### config.mk
export PLATFORM = sky130hd
export DESIGN_NAME = bist_sequencer
export DESIGN_NICKNAME = d
export VERILOG_FILES = /design/src/rtl/bist_pkg.sv /design/src/rtl/bist_sequencer.sv
export SDC_FILE = /design/constraint.sdc
export NUM_CORES = 1
export LEC_CHECK = 0
export BUFFER_PORTS_ARGS = -buffer_cell sky130_fd_sc_hd__buf_2
export CAP_MARGIN = 10
export CORE_ASPECT_RATIO = 1.75
export CORE_UTILIZATION = 56
export DETAILED_ROUTE_END_ITERATION = 8
export GPL_TIMING_DRIVEN = 0
export PLACE_DENSITY = 0.84
export SETUP_SLACK_MARGIN = 0.3
export SLEW_MARGIN = 20
export SYNTH_ARGS = -nofsm -noshare
export SYNTH_HDL_FRONTEND = slang
export SYNTH_SLANG_ARGS = --single-unit
### constraint.sdc
create_clock -name CLK -period 3.4 [get_ports CLK]
set_clock_uncertainty 0.05 [all_clocks]
set_input_delay 0.34 -clock CLK [delete_from_list [all_inputs] [get_ports CLK]]
set_output_delay 0.34 -clock CLK [all_outputs]
set_load 0.01 [all_outputs]
### src/rtl/bist_pkg.sv
// rtl/bist_pkg.sv - shared types and constants for the logic-BIST sequencer
package bist_pkg;

    // Signature width of the MISR hf output and its expected value after a full session
    localparam int               BIST_SIG_W      = 12;
    localparam logic [BIST_SIG_W-1:0] BIST_GOLDEN_SIG = 12'hB76;

    typedef enum logic [2:0] {
        ST_IDLE    = 3'd0,
        ST_INIT    = 3'd1,
        ST_RUN     = 3'd2,
        ST_FLUSH   = 3'd3,
        ST_COMPARE = 3'd4,
        ST_DONE    = 3'd5
    } bist_state_t;

endpackage

### src/rtl/bist_sequencer.sv
// rtl/bist_sequencer.sv - one logic-BIST session: seed, run, freeze, compare, report
module bist_sequencer
    import bist_pkg::*;
#(
    parameter int                 SIG_W      = BIST_SIG_W,
    parameter int                 N_PATTERNS = 1000,
    parameter int                 CNT_W      = 10,
    parameter int                 FLUSH_CYC  = 2,
    parameter logic [SIG_W-1:0]   GOLDEN_SIG = BIST_GOLDEN_SIG
) (
    input  logic              CLK,
    input  logic              RST,
    input  logic              start,
    input  logic              abort,
    input  logic [SIG_W-1:0]  misr_sig,
    output logic              bist_rst,
    output logic              bist_end,
    output logic              busy,
    output logic              done,
    output logic              pass,
    output logic              fail,
    output logic [CNT_W-1:0]  pat_cnt,
    output logic [SIG_W-1:0]  sig_cap
);

    localparam int FL_W = $clog2(FLUSH_CYC + 1);

    bist_state_t       state_q, state_d;
    logic [FL_W-1:0]   flush_cnt_q, flush_cnt_d;

    logic              bist_rst_d, bist_end_d, busy_d, done_d, pass_d, fail_d;
    logic [CNT_W-1:0]  pat_cnt_d;
    logic [SIG_W-1:0]  sig_cap_d;
    logic              sig_match;

    assign sig_match = (misr_sig == GOLDEN_SIG);

    // Next state and next registered outputs; outputs are computed for the state being entered
    always_comb begin
        state_d     = state_q;
        flush_cnt_d = flush_cnt_q;
        bist_rst_d  = 1'b0;
        bist_end_d  = 1'b1;
        busy_d      = busy;
        done_d      = done;
        pass_d      = pass;
        fail_d      = fail;
        pat_cnt_d   = pat_cnt;
        sig_cap_d   = sig_cap;

        if (abort) begin
            // pat_cnt and sig_cap are kept so the host can still inspect them
            state_d = ST_IDLE;
            busy_d  = 1'b0;
            done_d  = 1'b0;
            pass_d  = 1'b0;
            fail_d  = 1'b0;
        end else begin
            case (state_q)
                ST_IDLE, ST_DONE: begin
                    if (start) begin
                        state_d    = ST_INIT;
                        bist_rst_d = 1'b1;
                        busy_d     = 1'b1;
                        done_d     = 1'b0;
                        pass_d     = 1'b0;
                        fail_d     = 1'b0;
                        pat_cnt_d  = '0;
                    end
                end
                ST_INIT: begin
                    state_d    = ST_RUN;
                    bist_end_d = 1'b0;
                end
                ST_RUN: begin
                    if (pat_cnt != CNT_W'(N_PATTERNS)) begin
                        pat_cnt_d = pat_cnt + 1'b1;
                    end
                    // The final pattern is the one completing in this cycle
                    if (pat_cnt == CNT_W'(N_PATTERNS - 1)) begin
                        state_d     = ST_FLUSH;
                        flush_cnt_d = '0;
                    end else begin
                        bist_end_d = 1'b0;
                    end
                end
                ST_FLUSH: begin
                    // MISR hf lags its internal registers, so hold the freeze before sampling
                    if (flush_cnt_q == FL_W'(FLUSH_CYC - 1)) begin
                        state_d = ST_COMPARE;
                    end else begin
                        flush_cnt_d = flush_cnt_q + 1'b1;
                    end
                end
                ST_COMPARE: begin
                    state_d   = ST_DONE;
                    sig_cap_d = misr_sig;
                    pass_d    = sig_match;
                    fail_d    = ~sig_match;
                    done_d    = 1'b1;
                    busy_d    = 1'b0;
                end
                default: begin
                    state_d = ST_IDLE;
                    busy_d  = 1'b0;
                end
            endcase
        end
    end

    // State, counters and all outputs registered; RST forces the reset values at once
    always_ff @(posedge CLK or posedge RST) begin
        if (RST) begin
            state_q     <= ST_IDLE;
            flush_cnt_q <= '0;
            bist_rst    <= 1'b0;
            bist_end    <= 1'b1;
            busy        <= 1'b0;
            done        <= 1'b0;
            pass        <= 1'b0;
            fail        <= 1'b0;
            pat_cnt     <= '0;
            sig_cap     <= '0;
        end else begin
            state_q     <= state_d;
            flush_cnt_q <= flush_cnt_d;
            bist_rst    <= bist_rst_d;
            bist_end    <= bist_end_d;
            busy        <= busy_d;
            done        <= done_d;
            pass        <= pass_d;
            fail        <= fail_d;
            pat_cnt     <= pat_cnt_d;
            sig_cap     <= sig_cap_d;
        end
    end

endmodule

==> impl_metrics.py <==
metrics = {
    "setup_path": {
        "crit_buf_inv": 2,
        "crit_type": "reg -> reg",
        "regToRegEndpoint": "sig_cap[10]$_DFFE_PP0P_",
        "crit_arrival_ps": 2230,
        "cp_top_family": "simple AND/OR/NAND/NOR gates",
        "cp_max_fo": 10,
        "cpMaxStageDelayCell": "nor3_1",
        "required_ps": 3520,
        "reg2reg_setup_slack_ps": 1290,
        "crit_chain": "buf_4 > nand2b_1 > nor3_1 > buf_2 > mux2_2",
        "end_kind": "register",
        "ff2ff_path_depth": 5,
        "cp-start-kind": "register",
        "slowest_delay_ps": 510,
        "r2r_start": "state_q[1]$_DFFE_PP0P_",
    },
    "power_and_ir_drop": {
        "power_frac_seq_pct": 44.3,
        "clockPowerShare_pct": 23.7,
        "p_leak_uw": 0.000983,
        "fin_total_pwr_uw": 1210,
        "p_comb_share_pct": 31.9,
        "intPower_uw": 801,
        "ir_worst_vdd_mv": 0.506,
        "p_switching_uw": 411,
        "switching_share_pct": 33.9,
        "p_per_area_nw_per_um2": 606,
    },
    "placed_design": {
        "gp_congestion": 0.871,
        "dpl_cell_area_um2": 1910,
        "dpl.hpwl_mm": 2.72,
        "port_buffers": 43,
        "placed_cells": 229,
    },
    "route": {
        "via_per_inst": 5.97,
        "drt_wl_total_mm": 3.63,
        "wire_per_inst_um": 15.3,
        "post-route-drc-count": 0,
        "first_pass_iters": 4,
        "ant_nets": 0,
        "dr.first_iter.drc_count": 29,
        "vias": 1416,
    },
    "synthesis": {
        "synthMuxAreaShare_pct": 8.80,
        "syn_nets": 178,
        "avgSynthCellArea_um2": 10.5,
        "synth_xor_area_share_pct": 1.05,
        "yosys.area_share.simple_pct": 19.6,
        "synth_fa_ha_area_share_pct": 2.86,
        "ys_seq_elements": 33,
        "ys_types": 45,
        "synth_warnings": 0,
        "synth_flop_cell": "dfrtp_1",
        "synth_edf_count": 0,
        "synth_compound_area_share_pct": 13.5,
        "synth_top_family_by_area": "simple AND/OR/NAND/NOR gates",
        "syn_area_um2": 1660,
        "syn_inst": 159,
        "yosysSeqAreaShare_pct": 49.7,
        "synth-async-reset-ratio_pct": 100,
    },
    "sta": {
        "rsz0062_at_grt": "false",
        "tightest_slew_ps": 713,
        "finalCritPeriodShare_pct": 62.0,
        "setup_viol": 0,
        "tns_ps": 0,
        "maxSlewViolCount": 0,
        "maxSlewHeadroom_pct": 52.1,
        "hold_viol": 0,
        "finalCriticalPeriod_ps": 2110,
        "clock.fmax_mhz": 475,
    },
    "grt": {
        "grt_overflow": 0,
        "grtUsageTotal_pct": 24.7,
        "grt_pass1_vias": 1406,
        "grt_max_degree": 34,
        "antenna_found_initial": 0,
        "grt_pass1_wl_mm": 5.82,
    },
    "cts": {
        "cts_tree": "done",
        "path_clk_slew_ps": 70,
        "cts_hold_buf": 0,
        "root_buffer": "clkbuf_8",
        "clock_latency_ps": 290,
        "htree_levels": 2,
        "cts_setup_buffers": 0,
        "clock_path_buffers": 2,
        "cts_resized": 0,
        "cts_buffers": 5,
        "cts.sinks": 33,
    },
    "final_layout": {
        "drive_gt1_share_pct": 33.3,
        "final_util_pct": 72.6,
        "fill_cells": 216,
        "finalInstanceArea_um2": 2000,
        "num_antenna_cells": 0,
        "most-common-layout-cells": "buf_2 (45), dfrtp_1 (32), nand2_1 (14), nor2_1 (11), o21ai_1 (10)",
        "nets": 228,
        "multiInputGateArea_um2": 762,
        "layout_commonest_cell": "buf_2",
        "fin_cells": 237,
        "final-seq-area_um2": 827,
        "syn_to_final_growth_pct": 20.2,
    },
    "floorplanning": {
        "fp.dieH_um": 74.1,
        "dieArea_um2": 3200,
        "start_util_pct": 60.4,
        "rows": 25,
        "ioPinCount": 44,
        "core_um2": 2750,
        "fp.dieW_um": 43.2,
    },
    "job": {
        "cap_viol_max_count": 0,
    },
    "min_path": {
        "min-delay-path-class": "in -> async",
    },
    "status": {
        "outcome": "completed",
    },
}
-- final cells by class --
cell class,count,share of cell area [%]
plain buffers,7,2.19
clock buffers,5,3.44
multi-input cells,111,38.1
flip-flops and latches,33,41.4
inverters,8,1.50
clock inverters,3,0.877
repair buffers,43,10.8
well taps,27,1.69
-- flip-flops by register name, indices dropped and copies added (netlist names) --
signal       flops
pat_cnt         10
sig_cap         12
pass             1
flush_cnt_q      2
state_q          3
bist_end         1
busy             1
done             1
fail             1
bist_rst         1
-- Yosys cell counts (all sizes together) (3+ instances only) --
cell type | n | area, um2
o41ai | 3 | 26.3
nand2 | 14 | 52.6
mux2 | 13 | 146
and3 | 3 | 18.8
ha | 3 | 37.5
o31ai | 3 | 22.5
a21oi | 3 | 15.0
nor3 | 7 | 35.0
nand2b | 4 | 25.0
inv | 8 | 30.0
nor2 | 11 | 41.3
dfrtp | 32 | 801
nand3 | 6 | 30.0
o21ai | 11 | 55.1
buf | 6 | 40.0
nor4 | 4 | 40.0
-- worst max-delay path by stage --
stage / startpoint / to / slack (ps) / cells after the start
final: state_q[1]$_DFFE_PP0P_ / sig_cap[10]$_DFFE_PP0P_ / 1290 / 5
after global routing: state_q[1]$_DFFE_PP0P_ / sig_cap[9]$_DFFE_PP0P_ / 1040 / 5
after CTS: state_q[1]$_DFFE_PP0P_ / sig_cap[10]$_DFFE_PP0P_ / 1270 / 5
after detailed placement: state_q[1]$_DFFE_PP0P_ / sig_cap[10]$_DFFE_PP0P_ / 1290 / 5
after global placement: state_q[1]$_DFFE_PP0P_ / sig_cap[9]$_DFFE_PP0P_ / 1350 / 5
after floorplan: state_q[1]$_DFFE_PP0P_ / pat_cnt[9]$_DFFE_PP0P_ / 1470 / 7
-- metrics by stage --
stage	hold WS (ps)	setup slack, ps
after global routing	149	1040
after CTS	108	1270
after global placement	407	1350
final	91.4	1290
after detailed placement	420	1290
after floorplan	414	1470
-- cells by family after synthesis --
family          count (synthesis)
compound gates                 33
fa+ha+maj                       4
flops                          33
mux                            13
buf+inv                        15
xor+xnor                        2
simple gates                   59
-- routing by layer --
| metal | vias up | track usage [%] | wire length, um |
|---|---|---|---|
| li1 | 683 | - | - |
| met1 | 677 | 24.4 | 1370 |
| met2 | 46 | 43.8 | 1990 |
| met3 | 10 | 6.80 | 169 |
| met4 | 0 | 16.5 | 99 |
| met5 | - | 0 | 0 |
-- worst reg2reg max path, delay by kind of cell (launching register included) --
| kind | cells | cell delay (ps) |
|---|---|---|
| buffers and inverters | 2 | 510 |
| DFF | 1 | 360 |
| and+or+nand+nor | 2 | 680 |
| muxes | 1 | 370 |
-- power groups by stage --
| stage | clock network [uW] | registers, uW | logic (uW) |
|---|---|---|---|
| after floorplan | 0 | 578 | 206 |
| after global placement | 0 | 537 | 370 |
| after detailed placement | 0 | 545 | 386 |
| after CTS | 300 | 538 | 387 |
| after global routing | 309 | 549 | 423 |
| final | 288 | 537 | 387 |
Note: power is estimated with default switching activity, not from simulation.
